**src/rtl/machine_host_seq.sv**
```systemverilog
// Host sequencer for the image machine: loads the source image from a sync-read ROM, waits for
// end_process, then streams the downsampled result. Optional watchdog: MACHINE_HOST_TIMEOUT_EN.
module machine_host_seq #(
  parameter int IMG_PIXELS  = 65536,
  parameter int OUT_PIXELS  = 16129,
  parameter int ADDR_W      = 16,
  parameter int DATA_W      = 8,
  parameter int READ_WAIT   = 2,
  parameter int TIMEOUT_CYC = 1 << 20
) (
  input  logic              clk,
  input  logic              reset,
  input  logic              start,
  output logic [ADDR_W-1:0] src_rd_addr,
  input  logic [DATA_W-1:0] src_rd_data,
  output logic [1:0]        m_status,
  output logic [ADDR_W-1:0] m_addr,
  output logic [DATA_W-1:0] m_data,
  input  logic              m_end_process,
  input  logic [DATA_W-1:0] m_out,
  output logic              res_valid,
  output logic [ADDR_W-1:0] res_addr,
  output logic [DATA_W-1:0] res_data,
  output logic              busy,
  output logic              done,
  output logic              err
);

  localparam int HOLD_W = (READ_WAIT > 1) ? $clog2(READ_WAIT) : 1;
  localparam logic [ADDR_W-1:0] LOAD_LAST = ADDR_W'(IMG_PIXELS - 1);
  localparam logic [ADDR_W-1:0] OUT_LAST  = ADDR_W'(OUT_PIXELS - 1);
  localparam logic [HOLD_W-1:0] HOLD_LAST = HOLD_W'(READ_WAIT - 1);

  typedef enum logic [2:0] {
    S_IDLE,
    S_LOAD,
    S_PROC,
    S_GAP,
    S_READ,
    S_DONE
  } state_t;

  state_t state, state_next;

  logic [ADDR_W-1:0] cnt;   // pixel index in LOAD, result index in READ
  logic [HOLD_W-1:0] hold;
  logic              load_last;
  logic              sample;
  logic              read_last;
  logic              timeout;

  assign load_last = (state == S_LOAD) && (cnt == LOAD_LAST);
  assign sample    = (state == S_READ) && (hold == HOLD_LAST);
  assign read_last = sample && (cnt == OUT_LAST);

`ifdef MACHINE_HOST_TIMEOUT_EN
  localparam int TMO_W = $clog2(TIMEOUT_CYC + 1);
  localparam logic [TMO_W-1:0] TMO_LAST = TMO_W'(TIMEOUT_CYC - 1);

  logic [TMO_W-1:0] tmo_cnt;
  logic             err_q;

  // end_process on the final watchdog cycle still wins over the timeout
  assign timeout = (state == S_PROC) && !m_end_process && (tmo_cnt == TMO_LAST);
  assign err     = err_q;

  always_ff @(posedge clk) begin
    if (reset) begin
      tmo_cnt <= '0;
      err_q   <= 1'b0;
    end else begin
      if (state == S_PROC) tmo_cnt <= tmo_cnt + TMO_W'(1);
      else                 tmo_cnt <= '0;
      if (timeout) err_q <= 1'b1;
    end
  end
`else
  assign timeout = 1'b0;
  assign err     = 1'b0;
`endif

  always_ff @(posedge clk) begin
    if (reset) state <= S_IDLE;
    else       state <= state_next;
  end

  always_comb begin
    state_next  = state;
    m_status    = 2'b00;
    m_addr      = '0;
    m_data      = '0;
    src_rd_addr = '0;
    case (state)
      S_IDLE: begin
        if (start) state_next = S_LOAD;
      end
      S_LOAD: begin
        m_status    = 2'b10;
        m_addr      = cnt;
        m_data      = src_rd_data;
        src_rd_addr = cnt + ADDR_W'(1);
        if (load_last) state_next = S_PROC;
      end
      S_PROC: begin
        m_status = 2'b01;
        if (m_end_process) state_next = S_GAP;
        else if (timeout)  state_next = S_DONE;
      end
      S_GAP: begin
        m_status   = 2'b01;
        state_next = S_READ;
      end
      S_READ: begin
        m_status = 2'b11;
        m_addr   = cnt;
        if (read_last) state_next = S_DONE;
      end
      S_DONE: begin
        state_next = S_IDLE;
      end
      default: state_next = S_IDLE;
    endcase
  end

  assign busy = (state != S_IDLE);
  assign done = (state == S_DONE);

  // Result is registered, so res_valid lands in the first hold cycle of the next index
  always_ff @(posedge clk) begin
    if (reset) begin
      cnt       <= '0;
      hold      <= '0;
      res_valid <= 1'b0;
      res_addr  <= '0;
      res_data  <= '0;
    end else begin
      res_valid <= 1'b0;
      case (state)
        S_LOAD: begin
          cnt <= load_last ? '0 : cnt + ADDR_W'(1);
        end
        S_READ: begin
          if (sample) begin
            res_valid <= 1'b1;
            res_addr  <= cnt;
            res_data  <= m_out;
            hold      <= '0;
            cnt       <= cnt + ADDR_W'(1);
          end else begin
            hold <= hold + HOLD_W'(1);
          end
        end
        default: begin
          cnt  <= '0;
          hold <= '0;
        end
      endcase
    end
  end

endmodule

```
**config.mk**
```make
export PLATFORM = sky130hd
export DESIGN_NAME = machine_host_seq
export DESIGN_NICKNAME = d
export VERILOG_FILES = /design/src/rtl/machine_host_seq.sv
export SDC_FILE = /design/constraint.sdc
export NUM_CORES = 1
export LEC_CHECK = 0
export ABC_AREA = 0
export BUFFER_PORTS_ARGS = -buffer_cell sky130_fd_sc_hd__buf_2
export CAP_MARGIN = 30
export CORE_ASPECT_RATIO = 0.5
export CORE_MARGIN = 3
export CORE_UTILIZATION = 45
export CTS_BUF_LIST = sky130_fd_sc_hd__clkbuf_8
export CTS_CLUSTER_SIZE = 8
export DETAILED_ROUTE_END_ITERATION = 7
export PLACE_DENSITY = 0.7
export SYNTH_ARGS = -nofsm -noshare
export SYNTH_HDL_FRONTEND = slang
export SYNTH_SLANG_ARGS = --single-unit
```
**constraint.sdc**
```tcl
create_clock -name clk -period 3.05 [get_ports clk]
set_input_delay 0.915 -clock clk [delete_from_list [all_inputs] [get_ports clk]]
set_output_delay 0.915 -clock clk [all_outputs]
set_load 0.005 [all_outputs]
```
==> flow_metrics.env <==
export IMPL_crit_path_end_kind="output pin"
export IMPL_rows=18
export IMPL_via_per_inst=5.00
export IMPL_cp_arrival_ns=1.98
export IMPL_h_tree_depth=2
export IMPL_drv_cap=0
export IMPL_drt_iter0_markers=140
export IMPL_grt_use_total_pct=20.2
export IMPL_path_cells="and3_4 -> nand4_2 -> or3_1 -> a21oi_1 -> buf_2"
export IMPL_final_antenna_net_count=0
export IMPL_ys_seq_area_share_pct=36.9
export IMPL_fp_dieH_microns=58.1
export IMPL_rsz0062_at_grt="false"
export IMPL_die_width_microns=110
export IMPL_crit_start="cnt[7]"
export IMPL_routed_wl_mm=6.19
export IMPL_clkTransAtPathRegs_ns=0.09
export IMPL_clk_latency_ns=0.31
export IMPL_nets=408
export IMPL_cts_buffers=5
export IMPL_place_gp_congestion=0.858
export IMPL_fin_crit_ns=2.90
export IMPL_tns_ns=0
export IMPL_hp_class="reg2reg"
export IMPL_peakVddDrop_uv=249
export IMPL_synth_seq_cells=45
export IMPL_worstRegToRegCells=5
export IMPL_synthesis_area_sq_um=2440
export IMPL_min_period_over_period_pct=95.0
export IMPL_cts_tree="built"
export IMPL_grt_start_max_net_pins=34
export IMPL_cp_slowest_cell="dfxtp_1"
export IMPL_cts_hold_buf=0
export IMPL_critical_path_top_delay_family="simple AND/OR/NAND/NOR gates"
export IMPL_syn_mean_instance_area_sq_um=7.70
export IMPL_critPathMaxFanout=7
export IMPL_firstDrtPassIters=4
export IMPL_drive_gt1_share_pct=33.9
export IMPL_antenna_found_initial=0
export IMPL_grt_pass1_vias=2057
export IMPL_worst_slew_pin_slew_ns=0.787
export IMPL_io_buffers=88
export IMPL_synth_nets=339
export IMPL_area_growth_pct=21.3
export IMPL_slowest_delay_ns=0.52
export IMPL_grt_ovfl_total=0
export IMPL_min_from="res_addr[9]"
export IMPL_io_pins=90
export IMPL_worst_clock_skew_ns=0.00697
export IMPL_p_leak_nw=1.26
export IMPL_cts_root_buffer="clkbuf_8"
export IMPL_r2r_end="cnt[7]"
export IMPL_status="complete, no violations"
export IMPL_maxSlewHeadroom_pct=47.4
export IMPL_cp_data_required_time_ns=2.13
export IMPL_synth_cell_types=42
export IMPL_core_area_sq_um=5090
export IMPL_r2r_slack_ns=1.16
export IMPL_vias=2283
export IMPL_criticalPathCategory="reg2out"
export IMPL_min_to="res_addr[9]"
export IMPL_wl_per_cell_microns=13.6
export IMPL_die_area_sq_um=6400
export IMPL_min_path_cells=2
export IMPL_clock_fmax_mhz=345
export IMPL_cts_sinks=45
export IMPL_yosysWarnings=0
export IMPL_final_hold_viol_count=0
export IMPL_cts_max_path_buffers=2
export IMPL_drc=0
export IMPL_start_kind="register"
export IMPL_initial_core_util_pct=48.0
export IMPL_n_antenna_cell=0
export IMPL_final_cell_area_sq_um=2960
export IMPL_dpl_cell_area_sq_um=2850
export IMPL_dp_hpwl_mm=4.59
export IMPL_grt_pass1_wl_mm=10.1
export IMPL_postSynthCellCount=317
export IMPL_power_density_nw_per_um2=388
export IMPL_drv_slew=0
export IMPL_timing_rr_start="state[1]"
export IMPL_cp_buffers_inverters=1
export IMPL_setup_violations=0
[worst max path at each step]
| stage | endpoint | slack (ns) | cells past startpoint |
|---|---|---|---|
| floorplan | src_rd_addr[14] | 0.68 | 7 |
| detailed placement | src_rd_addr[14] | 0.35 | 7 |
| global placement | src_rd_addr[14] | 0.42 | 7 |
| global route | src_rd_addr[15] | 0.03 | 5 |
| finish | src_rd_addr[15] | 0.15 | 5 |
| CTS | src_rd_addr[15] | 0.04 | 5 |
[cells by family after synthesis]
family | synth area share, %
AO/OA/AOI/OAI | 9.58
AND/OR/NAND/NOR | 35.8
other | 0.154
flip-flops | 36.9
adder cells (fa/ha/maj) | 1.02
buffers and inverters | 7.53
XOR/XNOR | 8.61
multiplexers | 0.410
[where the power goes]
| group | switching [W] | total, W | internal [W] |
|---|---|---|---|
| Sequential | 0.0000193 | 0.000614 | 0.000594 |
| Combinational | 0.0000870 | 0.000145 | 0.0000583 |
| Clock | 0.000225 | 0.000391 | 0.000166 |
| Total | 0.000331 | 0.00115 | 0.000818 |
[cells in the mapped netlist]
cell	count	area (sq um)
nand2_1	60	225
clkbuf_1	10	37.5
nand4_1	4	25.0
conb_1	1	3.75
buf_2	14	70.1
a41oi_1	1	8.76
o21ai_2	1	8.76
nand3_2	1	10.0
xnor2_1	14	123
xor2_1	10	87.6
o21ai_0	4	20.0
nor3b_2	1	12.5
a211oi_2	2	25.0
nand2b_1	3	18.8
or3_1	5	31.3
and2_1	3	18.8
inv_1	4	15.0
and3_4	1	11.3
nor2_4	1	11.3
clkbuf_2	1	5.00
and4_4	1	11.3
nor2b_1	14	87.6
nor2_2	1	6.26
nand4_2	3	37.5
nand3_1	7	35.0
nand3b_1	1	7.51
a31oi_1	1	6.26
nor3_1	5	25.0
ha_1	2	25.0
dfxtp_1	45	901
nand3_4	1	17.5
nor4_1	2	12.5
or3b_4	1	11.3
and3_1	12	75.1
nor2_1	37	139
buf_6	1	11.3
or4b_1	2	20.0
a2111oi_2	1	15.0
nor4_2	2	25.0
buf_4	6	45.0
mux2i_1	1	10.0
a21oi_1	30	150
[tightest hold or removal path, cell delays in order (launching register included)]
cell,delay [ns]
dfxtp_1,0.32
nand2_1,0.05
a21oi_1,0.05
[per-layer routing]
layer  wire length, microns  GRT usage [%]
met1                   2880           28.9
met2                   2800           30.9
met3                    463           4.78
met4                     52           4.91
met5                      0              0
[timing repair]
action,CTS,global route
resized for setup,1,11
setup endpoints to repair,1,16
buffers inserted,0,0
[placed cells by master (no fill, tap or decap), types with 10 or more instances in the layout]
master and count:
and3_1 11, nor2b_1 14, a21oi_1 30, nor2_1 36
xor2_1 10, buf_2 88, nand2_1 59, dfxtp_1 38
xnor2_1 14
[final cells by class]
type	instances	area (sq um)
clock buffer	5	68.8
clock inverter	3	25.0
fill	486	2130
inverter	4	15.0
multi-input combinational	236	1370
sequential	45	910
tap	70	87.6
timing repair buffer	94	485
[per-stage QoR]
stage	hold WS, ns	setup slack (ns)	std cells	util, %	total power [W]
floorplan	0.453	0.684	317	-	0.000720
detailed placement	0.447	0.345	449	55.9	0.000771
global route	0.478	0.0286	457	58.2	0.00121
global placement	0.439	0.420	449	55.9	0.000765
CTS	0.462	0.0394	457	57.8	0.00116
finish	0.458	0.154	457	58.2	0.00115
[state kept, by name (all words and copies together), names as in the netlist]
name and count:
res_data 8, state 3, cnt 16, res_addr 16
hold 1, res_valid 1
Power figures use the tool's default switching activity.
